==> src/rtl/product_bcd_display.sv <==
// product_bcd_display
//   Converts the 7-bit multiplier product to 3-digit BCD with a sequential
//   double-dabble engine and drives a multiplexed 3-digit 7-segment display
//   from the last completed conversion.
// Ports
//   clk     : system clock, rising edge
//   reset   : asynchronous active-high reset
//   product : unsigned product to convert (0..127)
//   load    : start a conversion; only honoured while idle
//   busy    : conversion in progress
//   done    : one-cycle pulse when bcd has just been updated
//   bcd     : {hundreds, tens, ones} of the last completed conversion
//   seg     : active-low segments {g,f,e,d,c,b,a}
//   an      : active-low digit enables, an[0]=ones, an[1]=tens, an[2]=hundreds
module product_bcd_display #(
    parameter int unsigned REFRESH_DIV = 50000,
    parameter bit          BLANK_LZ    = 1'b1
) (
    input  logic        clk,
    input  logic        reset,
    input  logic [6:0]  product,
    input  logic        load,
    output logic        busy,
    output logic        done,
    output logic [11:0] bcd,
    output logic [6:0]  seg,
    output logic [2:0]  an
);

    localparam int unsigned CntW = (REFRESH_DIV > 1) ? $clog2(REFRESH_DIV) : 1;

    typedef enum logic [1:0] {
        StIdle,
        StShift,
        StDone
    } state_e;

    state_e      state_q, state_d;
    logic [6:0]  bin_q, bin_d;
    logic [11:0] scratch_q, scratch_d;
    logic [2:0]  iter_q, iter_d;
    logic [11:0] bcd_q, bcd_d;
    logic        done_q, done_d;
    logic [11:0] adj;

    logic [CntW-1:0] cnt_q;
    logic [1:0]      idx_q;

    // Add-3 correction on every nibble that is 5 or more, ahead of the shift.
    always_comb begin
        adj = scratch_q;
        for (int n = 0; n < 3; n++) begin
            if (scratch_q[n*4 +: 4] >= 4'd5) begin
                adj[n*4 +: 4] = scratch_q[n*4 +: 4] + 4'd3;
            end
        end
    end

    always_comb begin
        state_d   = state_q;
        bin_d     = bin_q;
        scratch_d = scratch_q;
        iter_d    = iter_q;
        bcd_d     = bcd_q;
        done_d    = 1'b0;
        case (state_q)
            StIdle: begin
                if (load) begin
                    bin_d     = product;
                    scratch_d = 12'h000;
                    iter_d    = 3'd0;
                    state_d   = StShift;
                end
            end
            StShift: begin
                {scratch_d, bin_d} = {adj[10:0], bin_q, 1'b0};
                iter_d             = iter_q + 3'd1;
                if (iter_q == 3'd6) begin
                    state_d = StDone;
                end
            end
            StDone: begin
                bcd_d   = scratch_q;
                done_d  = 1'b1;
                state_d = StIdle;
            end
            default: state_d = StIdle;
        endcase
    end

    always_ff @(posedge clk or posedge reset) begin
        if (reset) begin
            state_q   <= StIdle;
            bin_q     <= 7'd0;
            scratch_q <= 12'h000;
            iter_q    <= 3'd0;
            bcd_q     <= 12'h000;
            done_q    <= 1'b0;
        end else begin
            state_q   <= state_d;
            bin_q     <= bin_d;
            scratch_q <= scratch_d;
            iter_q    <= iter_d;
            bcd_q     <= bcd_d;
            done_q    <= done_d;
        end
    end

    assign busy = (state_q != StIdle);
    assign done = done_q;
    assign bcd  = bcd_q;

    // Display scan: each digit stays lit for REFRESH_DIV cycles.
    always_ff @(posedge clk or posedge reset) begin
        if (reset) begin
            cnt_q <= '0;
            idx_q <= 2'd0;
        end else if (cnt_q == CntW'(REFRESH_DIV - 1)) begin
            cnt_q <= '0;
            idx_q <= (idx_q == 2'd2) ? 2'd0 : idx_q + 2'd1;
        end else begin
            cnt_q <= cnt_q + CntW'(1);
        end
    end

    logic [3:0] digit;
    logic       blank;

    always_comb begin
        digit = bcd_q[3:0];
        an    = 3'b110;
        blank = 1'b0;
        case (idx_q)
            2'd1: begin
                digit = bcd_q[7:4];
                an    = 3'b101;
                blank = BLANK_LZ && (bcd_q[11:8] == 4'd0) && (bcd_q[7:4] == 4'd0);
            end
            2'd2: begin
                digit = bcd_q[11:8];
                an    = 3'b011;
                blank = BLANK_LZ && (bcd_q[11:8] == 4'd0);
            end
            default: ;
        endcase
    end

    always_comb begin
        case (digit)
            4'd0:    seg = 7'b1000000;
            4'd1:    seg = 7'b1111001;
            4'd2:    seg = 7'b0100100;
            4'd3:    seg = 7'b0110000;
            4'd4:    seg = 7'b0011001;
            4'd5:    seg = 7'b0010010;
            4'd6:    seg = 7'b0000010;
            4'd7:    seg = 7'b1111000;
            4'd8:    seg = 7'b0000000;
            4'd9:    seg = 7'b0010000;
            default: seg = 7'b1111111;
        endcase
        if (blank) begin
            seg = 7'b1111111;
        end
    end

endmodule

==> config.mk <==
export PLATFORM = sky130hd
export DESIGN_NAME = product_bcd_display
export DESIGN_NICKNAME = d
export VERILOG_FILES = /design/src/rtl/product_bcd_display.sv
export SDC_FILE = /design/constraint.sdc
export NUM_CORES = 1
export LEC_CHECK = 0
export ABC_CLOCK_PERIOD_IN_PS = 2300
export CAP_MARGIN = 5
export CORE_MARGIN = 10
export CORE_UTILIZATION = 30
export CTS_BUF_LIST = sky130_fd_sc_hd__clkbuf_8
export DETAILED_ROUTE_END_ITERATION = 8
export HOLD_SLACK_MARGIN = 0.08
export PLACE_DENSITY_LB_ADDON = 0.1
export SETUP_SLACK_MARGIN = 0.15
export SLEW_MARGIN = 0
export SYNTH_ARGS = -nofsm -noshare
export SYNTH_HDL_FRONTEND = slang
export SYNTH_SLANG_ARGS = --single-unit
==> constraint.sdc <==
create_clock -name clk -period 2.3 [get_ports clk]
set_input_delay 0.23 -clock clk [delete_from_list [all_inputs] [get_ports clk]]
set_output_delay 0.23 -clock clk [all_outputs]
set_load 0.05 [all_outputs]
==> flow_summary_export.csv, run 1 <==
group,metric,value,unit
layout,fillCellCount,906,
global_routing,grt_pass1_vias,2202,
yosys,avgSynthCellArea,9.980,um2
layout,drive_gt1_share,25.59,%
power_and_ir_drop,comb_power_share,52.5,%
timing,slew_violations,0,
yosys,ys_top_cells_by_area,"dfrtp_1 (47%), ha_1 (6.9%), mux2_2 (5.8%)",
layout,syn_to_final_growth,34.34,%
global_routing,use_met1,12.65,%
worst_hold_path,hp-class,"in2async",
yosys,synth-edff-count,0,
power_and_ir_drop,p_int,2.382,mW
yosys,ys.flop_type,"dfrtp_1",
yosys,yosysMostFrequentCell,"dfrtp_1",
routing,wirelength,6492,um
global_routing,grt_usage,9.446,%
floorplan,core,9328,um2
setup_path,worstSetupPathType,"reg2out",
floorplan,rows,35,
yosys,synth_nets,317,
clock_tree,cts_sinks,55,
global_routing,grt_overflow,0,
setup_path,critPathMaxFanout,7,
yosys,synth_area,2904,um2
routing,via_per_inst,4.708,
timing,slew_headroom,62.59,%
routing,first_pass_iters,4,
setup_path,r2r-start,"cnt_q[13]",
routing,drc,0,
yosys,seq_area_frac_synth,47.39,%
timing,worst_pin_slew,560.0,ps
yosys,syn-instance-count,291,
power_and_ir_drop,p_switching,1.804,mW
yosys,async_reset_ff_share,100.0,%
setup_path,arrival,2200,ps
place,hpwlAfterDp,4767,um
place,portBuffers,33,
power_and_ir_drop,p_per_area,1073,nW/um2
timing,rsz0062_at_grt,"true",
timing,min_period,2429,ps
global_routing,met2_usage,14.67,%
clock_tree,cts_buffers,5,
layout,final_nets,365,
yosys,synth_common_cells,"dfrtp_1 (55), nand2_1 (28), o21ai_0 (28), inv_1 (17)",
timing,skew,11.47,ps
timing,fin_ws,-128.8,ps
timing,final-hold-violation-count,0,
global_routing,grt_max_degree,56,
yosys,yosys_warnings,0,
floorplan,io-pin-count,34,
setup_path,critPathRequiredTime,2070,ps
layout,antenna_cells,0,
routing,drtIter0Drc,64,
power_and_ir_drop,clkPwrFrac,13.1,%
power_and_ir_drop,seqPwrFrac,34.3,%
global_routing,use_met3,2.285,%
outcome,violations,"negative setup slack",
setup_path,crit_path_end_kind,"output port",
clock_tree,hold_buffers,0,
clock_tree,clkLatencyLatePin,310,ps
place,dp_slack,2.442,ps
floorplan,die_width,118.4,um
clock_tree,htreeDepth,2,
clock_tree,cts_root_buf,"clkbuf_8",
global_routing,top_usage_layer,"met2",
power_and_ir_drop,sw_frac_of_total,43.10,%
yosys,synth.distinct_cells,41,
place,place_congestion,0.7743,
routing,via_count,2208,
clock_tree,ctsLongestPathBuffers,2,
outcome,status,"finished, violations left",
timing,setup_viol,7,
floorplan,design.die.area,14020,um2
power_and_ir_drop,p_leak,1.642,nW
routing,wl_per_cell,13.84,um
clock_tree,cts_tree,"built",
floorplan,initial_core_util,31.13,%
timing,tns,-577.2,ps
timing,min_period_over_period,105.6,%
yosys,ys_ff_latch,55,
yosys,synth_top_area_cell,"dfrtp_1",
setup_path,reg2regPathDepth,5,
global_routing,grt_pass1_wl,11270,um
power_and_ir_drop,ir_drop,0.4881,mV
routing,drtAntennaViolNets,0,
global_routing,antenna_found_initial,0,
clock_tree,clk_pin_slew,110,ps
setup_path,cp-start-kind,"flip-flop",
timing,timing.fmax,0.4117,GHz
floorplan,die_h,118.4,um
flow_run,drv_cap,0,
yosys,synth_top_area_share,47.39,%
setup_path,r2r_setup_slack,490,ps
setup_path,reg2reg_to,"cnt_q[9]",
==> timing repair <==
| item | 4_1_cts | 5_1_grt |
|---|---|---|
| endpoints found under the setup margin | 9 | 8 |
| gates resized for setup | 30 | 8 |
| buffers inserted | 5 | 0 |
| pin swaps | 9 | 4 |
==> flip-flops by register name, indices dropped and copies added (netlist names) <==
signal and flops:
bcd 12, bin_q 7, cnt_q 16, done 1, idx_q 2, iter_q 3
scratch_q 12, state_q 2
==> final cells by class <==
cell class	instances	area, um2	area share, %
multi-input cells	210	1660	42.56
flip-flops and latches	55	1378	35.31
repair buffers	50	543.0	13.92
well taps	129	161.4	4.137
clock buffers	5	68.82	1.764
inverters	17	66.31	1.700
clock inverters	3	23.77	0.6094
==> metal layers <==
layer | wire (um) | vias to the layer above | part of all wire [%]
met5 | 0 | - | 0
met4 | 58 | 0 | 0.89
met3 | 184 | 7 | 2.8
met2 | 2975 | 26 | 46
met1 | 3273 | 1059 | 50
li1 | - | 1116 | -
==> power by group through the flow <==
stage                     clock network [mW]  logic [mW]  registers [mW]
final                                  0.550        2.20            1.44
after global routing                   0.621        2.40            1.48
after CTS                              0.583        2.21            1.44
after detailed placement                   0        2.09            1.45
after global placement                     0        2.07            1.45
after floorplan                            0        1.17            1.61
==> how the worst max path moves through the flow <==
stage / start / to / slack (ps)
finish: idx_q[0] / seg[3] / -130
global route: idx_q[0] / seg[6] / -240
CTS: idx_q[0] / seg[3] / -140
detailed placement: idx_q[0] / seg[6] / 2
global placement: idx_q[1] / seg[6] / 40
floorplan: idx_q[0] / seg[3] / -40
==> cells by family after synthesis <==
| logic type | after synthesis | share of synthesized area, % |
|---|---|---|
| buffers and inverters | 26 | 3.576 |
| muxes | 17 | 6.678 |
| and+or+nand+nor | 96 | 17.45 |
| xor gates and xnor gates | 17 | 5.127 |
| AOI/OAI and AO/OA | 64 | 12.88 |
| DFF | 55 | 47.39 |
| adders and majority gates | 16 | 6.894 |
==> critical path: stages (launching register included) <==
cell and delay [ps]:
dfrtp_2 450, inv_4 60, ha_4 370, nor2_4 50
a21oi_4 160, buf_12 130, ha_4 200, o21ai_2 110
nand4_1 160, buf_12 190
==> placed cells by master (no fill, tap or decap), drive strengths merged, types with 3 or more instances in the layout <==
master and count:
nor3b 6, xnor2 7, clkbuf 5, nand4 6, nor3 5, a21o 3
xor2 10, nor2b 3, nand2 28, buf 25, nor2 15, clkdlybuf4s50 24
mux2 16, inv 18, ha 16, o21ai 28, dfrtp 55, nand2b 5
o31ai 3, a22oi 4, a21oi 17, nand3 12, nor4 3
==> metrics by stage <==
stage / cells / instance area, um2 / util [%] / hold slack (ps) / total power [mW]
finish: 469 / 3901 / 41.82 / 276.5 / 4.186
global route: 469 / 3901 / 41.82 / 308.3 / 4.501
CTS: 469 / 3861 / 41.39 / 284.2 / 4.233
detailed placement: 456 / 3607 / 38.67 / 472.5 / 3.544
global placement: 456 / 3607 / 38.67 / 464.0 / 3.526
floorplan: 291 / 3008 / - / 450.1 / 2.781
Note: power is estimated with default switching activity, not from simulation.
==> inputs of run 2 (changes only) <==
CORE_ASPECT_RATIO = 1.2   (was unset)
CORE_UTILIZATION = 58   (was 30)
==> run 2 against run 1 <==
Against the previous run: the flow still finishes with violations (negative setup slack); worst hold slack worse by 8.7 ps; global-route usage is 5.9 points higher; die area is 41% lower; fmax is 2.0% higher; largest cell class unchanged; critical path depth stayed put; utilization is 35 points higher; clock-buffer cell count is 1 higher; non-clock buffer count is 1 lower; combinational power is 5% lower; clock skew is 0.63 ps higher; largest power group unchanged.
==> flow_summary_export.csv, run 2 (same netlist as run 1, synthesis figures left out) <==
group,metric,value,unit
layout,largest-register,"cnt_q",
global_routing,grt_pass1_wl,10900,um
clock_tree,htreeDepth,2,
floorplan,io-pin-count,34,
setup_path,reg2regPathDepth,5,
floorplan,initial_core_util,59.21,%
setup_path,cp-start-kind,"flip-flop",
power_and_ir_drop,comb_power_share,51.2,%
setup_path,reg2reg_to,"cnt_q[9]",
setup_path,critical-path-top-delay-family,"compound AO/OA/AOI/OAI gates",
clock_tree,clkLatencyLatePin,310,ps
setup_path,worstPathCellList,"buf_6, ha_4, a22oi_2, a21oi_4, inv_2, ha_4, and2_1, o21ai_2, buf_12",
power_and_ir_drop,p_int,2.323,mW
timing,setup_viol,7,
power_and_ir_drop,p_switching,1.759,mW
timing,holdWs,267.8,ps
clock_tree,clk_pin_slew,100,ps
routing,drc,0,
place,dpl_cell_area,3481,um2
floorplan,rows,28,
worst_hold_path,hp-class,"in2async",
power_and_ir_drop,sw_frac_of_total,43.09,%
timing,timing.fmax,0.4198,GHz
timing,rsz0062_at_grt,"true",
place,portBuffers,33,
layout,final_nets,364,
outcome,violations,"negative setup slack",
routing,first_pass_iters,4,
setup_path,r2r-start,"cnt_q[13]",
setup_path,arrival,2150,ps
clock_tree,cts_tree,"built",
place,place_congestion,0.7619,
setup_path,endpoint,"seg[1]",
global_routing,antenna_found_initial,0,
layout,syn_to_final_growth,29.47,%
floorplan,core,4905,um2
setup_path,critPathRequiredTime,2070,ps
timing,slew_violations,0,
layout,final_common_cell,"dfrtp_1",
clock_tree,cts_buffers,5,
flow_run,drv_cap,0,
routing,wl_per_cell,15.82,um
timing,slew_headroom,61.32,%
setup_path,crit_path_max_incr_delay,450,ps
power_and_ir_drop,seqPwrFrac,35.3,%
timing,final-hold-violation-count,0,
layout,mostFrequentLayoutCells,"dfrtp_1 (54), nand2_1 (27), o21ai_0 (23), clkdlybuf4s50_1 (23), mux2_2 (15)",
routing,drtIter0Drc,93,
place,hpwlAfterDp,4433,um
timing,tns,-323.9,ps
timing,worst_pin_slew,574.9,ps
global_routing,grt_max_degree,33,
setup_path,critPathMaxFanout,5,
floorplan,die_h,97.52,um
layout,antenna_cells,0,
timing,min_period,2382,ps
setup_path,worstSetupPathType,"reg2out",
layout,largest_register_ffs,16,
routing,via_count,2299,
clock_tree,ctsLongestPathBuffers,2,
routing,wirelength,6311,um
timing,skew,12.10,ps
floorplan,die_width,84.60,um
power_and_ir_drop,ir_drop,0.6899,mV
timing,min_period_over_period,103.6,%
global_routing,grt_usage,15.38,%
setup_path,crit_buf_inv,3,
timing,fin_ws,-82.02,ps
outcome,status,"finished, violations left",
setup_path,crit_start,"idx_q[0]",
routing,via_per_inst,5.762,
layout,drive_gt1_share,23.01,%
setup_path,path_common_cell,"ha_4",
layout,postLayoutCellArea,3760,um2
setup_path,r2r_setup_slack,450,ps
global_routing,grt_pass1_vias,2307,
setup_path,cpMaxStageDelayCell,"dfrtp_2",
layout,fillCellCount,321,
setup_path,crit_path_end_kind,"output port",
setup_path,path_depth,9,
routing,drtAntennaViolNets,0,
clock_tree,cts_sinks,55,
floorplan,design.die.area,8249,um2
power_and_ir_drop,p_per_area,1086,nW/um2
global_routing,grt_overflow,0,
power_and_ir_drop,clkPwrFrac,13.4,%
power_and_ir_drop,power,4.082,mW
power_and_ir_drop,p_leak,1.618,nW
clock_tree,cts_root_buf,"clkbuf_8",
## run 2: cell count changes in the layout (fill, tap and decap cells not counted), moves of 2 or more
cell	before	now
a21o_4	2	0
clkinvlp_4	2	0
dlygate4sd2_1	0	2
nor2_1	11	13
o21ai_2	3	1
## run 2: layer usage
layer / global-route usage (%) / wire length, um / vias up
li1: - / - / 1119
met1: 18.90 / 2762 / 1137
met2: 25.71 / 3233 / 36
met3: 3.607 / 236 / 7
met4: 4.822 / 78 / 0
met5: 0 / 0 / -
## run 2: metrics by stage
step | cells | setup WS [ps] | util [%]
after floorplan | 291 | -40.09 | -
after global placement | 383 | 97.31 | 70.97
after detailed placement | 383 | 37.24 | 70.97
after CTS | 399 | -71.67 | 76.10
after global routing | 399 | -173.7 | 76.66
final | 399 | -82.02 | 76.66
## run 2: worst register-to-register path, cell delays in order, from the launching register on
cell and delay [ps]:
dfrtp_1 430, nand4bb_1 210, or4_1 420, nor3_2 260, buf_4 240, o311ai_0 150
## run 2: worst min path at each step
stage	end	slack (ps)	cells after the start	start
final	cnt_q[15]	270	2	reset
after global routing	cnt_q[15]	310	2	reset
after CTS	iter_q[2]	280	2	reset
after detailed placement	bin_q[3]	480	2	bin_q[3]
after global placement	bin_q[4]	460	2	bin_q[4]
after floorplan	bin_q[1]	450	2	bin_q[1]
## run 2: area by class of cell
type                    instances  area (um2)  share of cell area, %
clock buffers                   6       82.58                  2.196
clock inverters                 2       12.51                 0.3328
inverters                      17       66.31                  1.764
multi-input cells             210        1623                  43.16
flip-flops and latches         55        1378                  36.64
well taps                      60       75.07                  1.997
repair buffers                 49       523.0                  13.91
## run 2: timing repair
action	CTS	global route
pin swaps	9	5
buffers inserted	8	0
hold buffers	0	0
resized for setup	26	5
setup endpoints to repair	10	8
## run 2: power by group through the flow
stage	sequential [mW]	clock [mW]	combinational, mW
6_report	1.44	0.548	2.09
4_1_cts	1.44	0.560	2.08
2_1_floorplan	1.61	0	1.17
3_5_place_dp	1.45	0	2.01
5_1_grt	1.47	0.590	2.27
3_3_place_gp	1.44	0	1.97
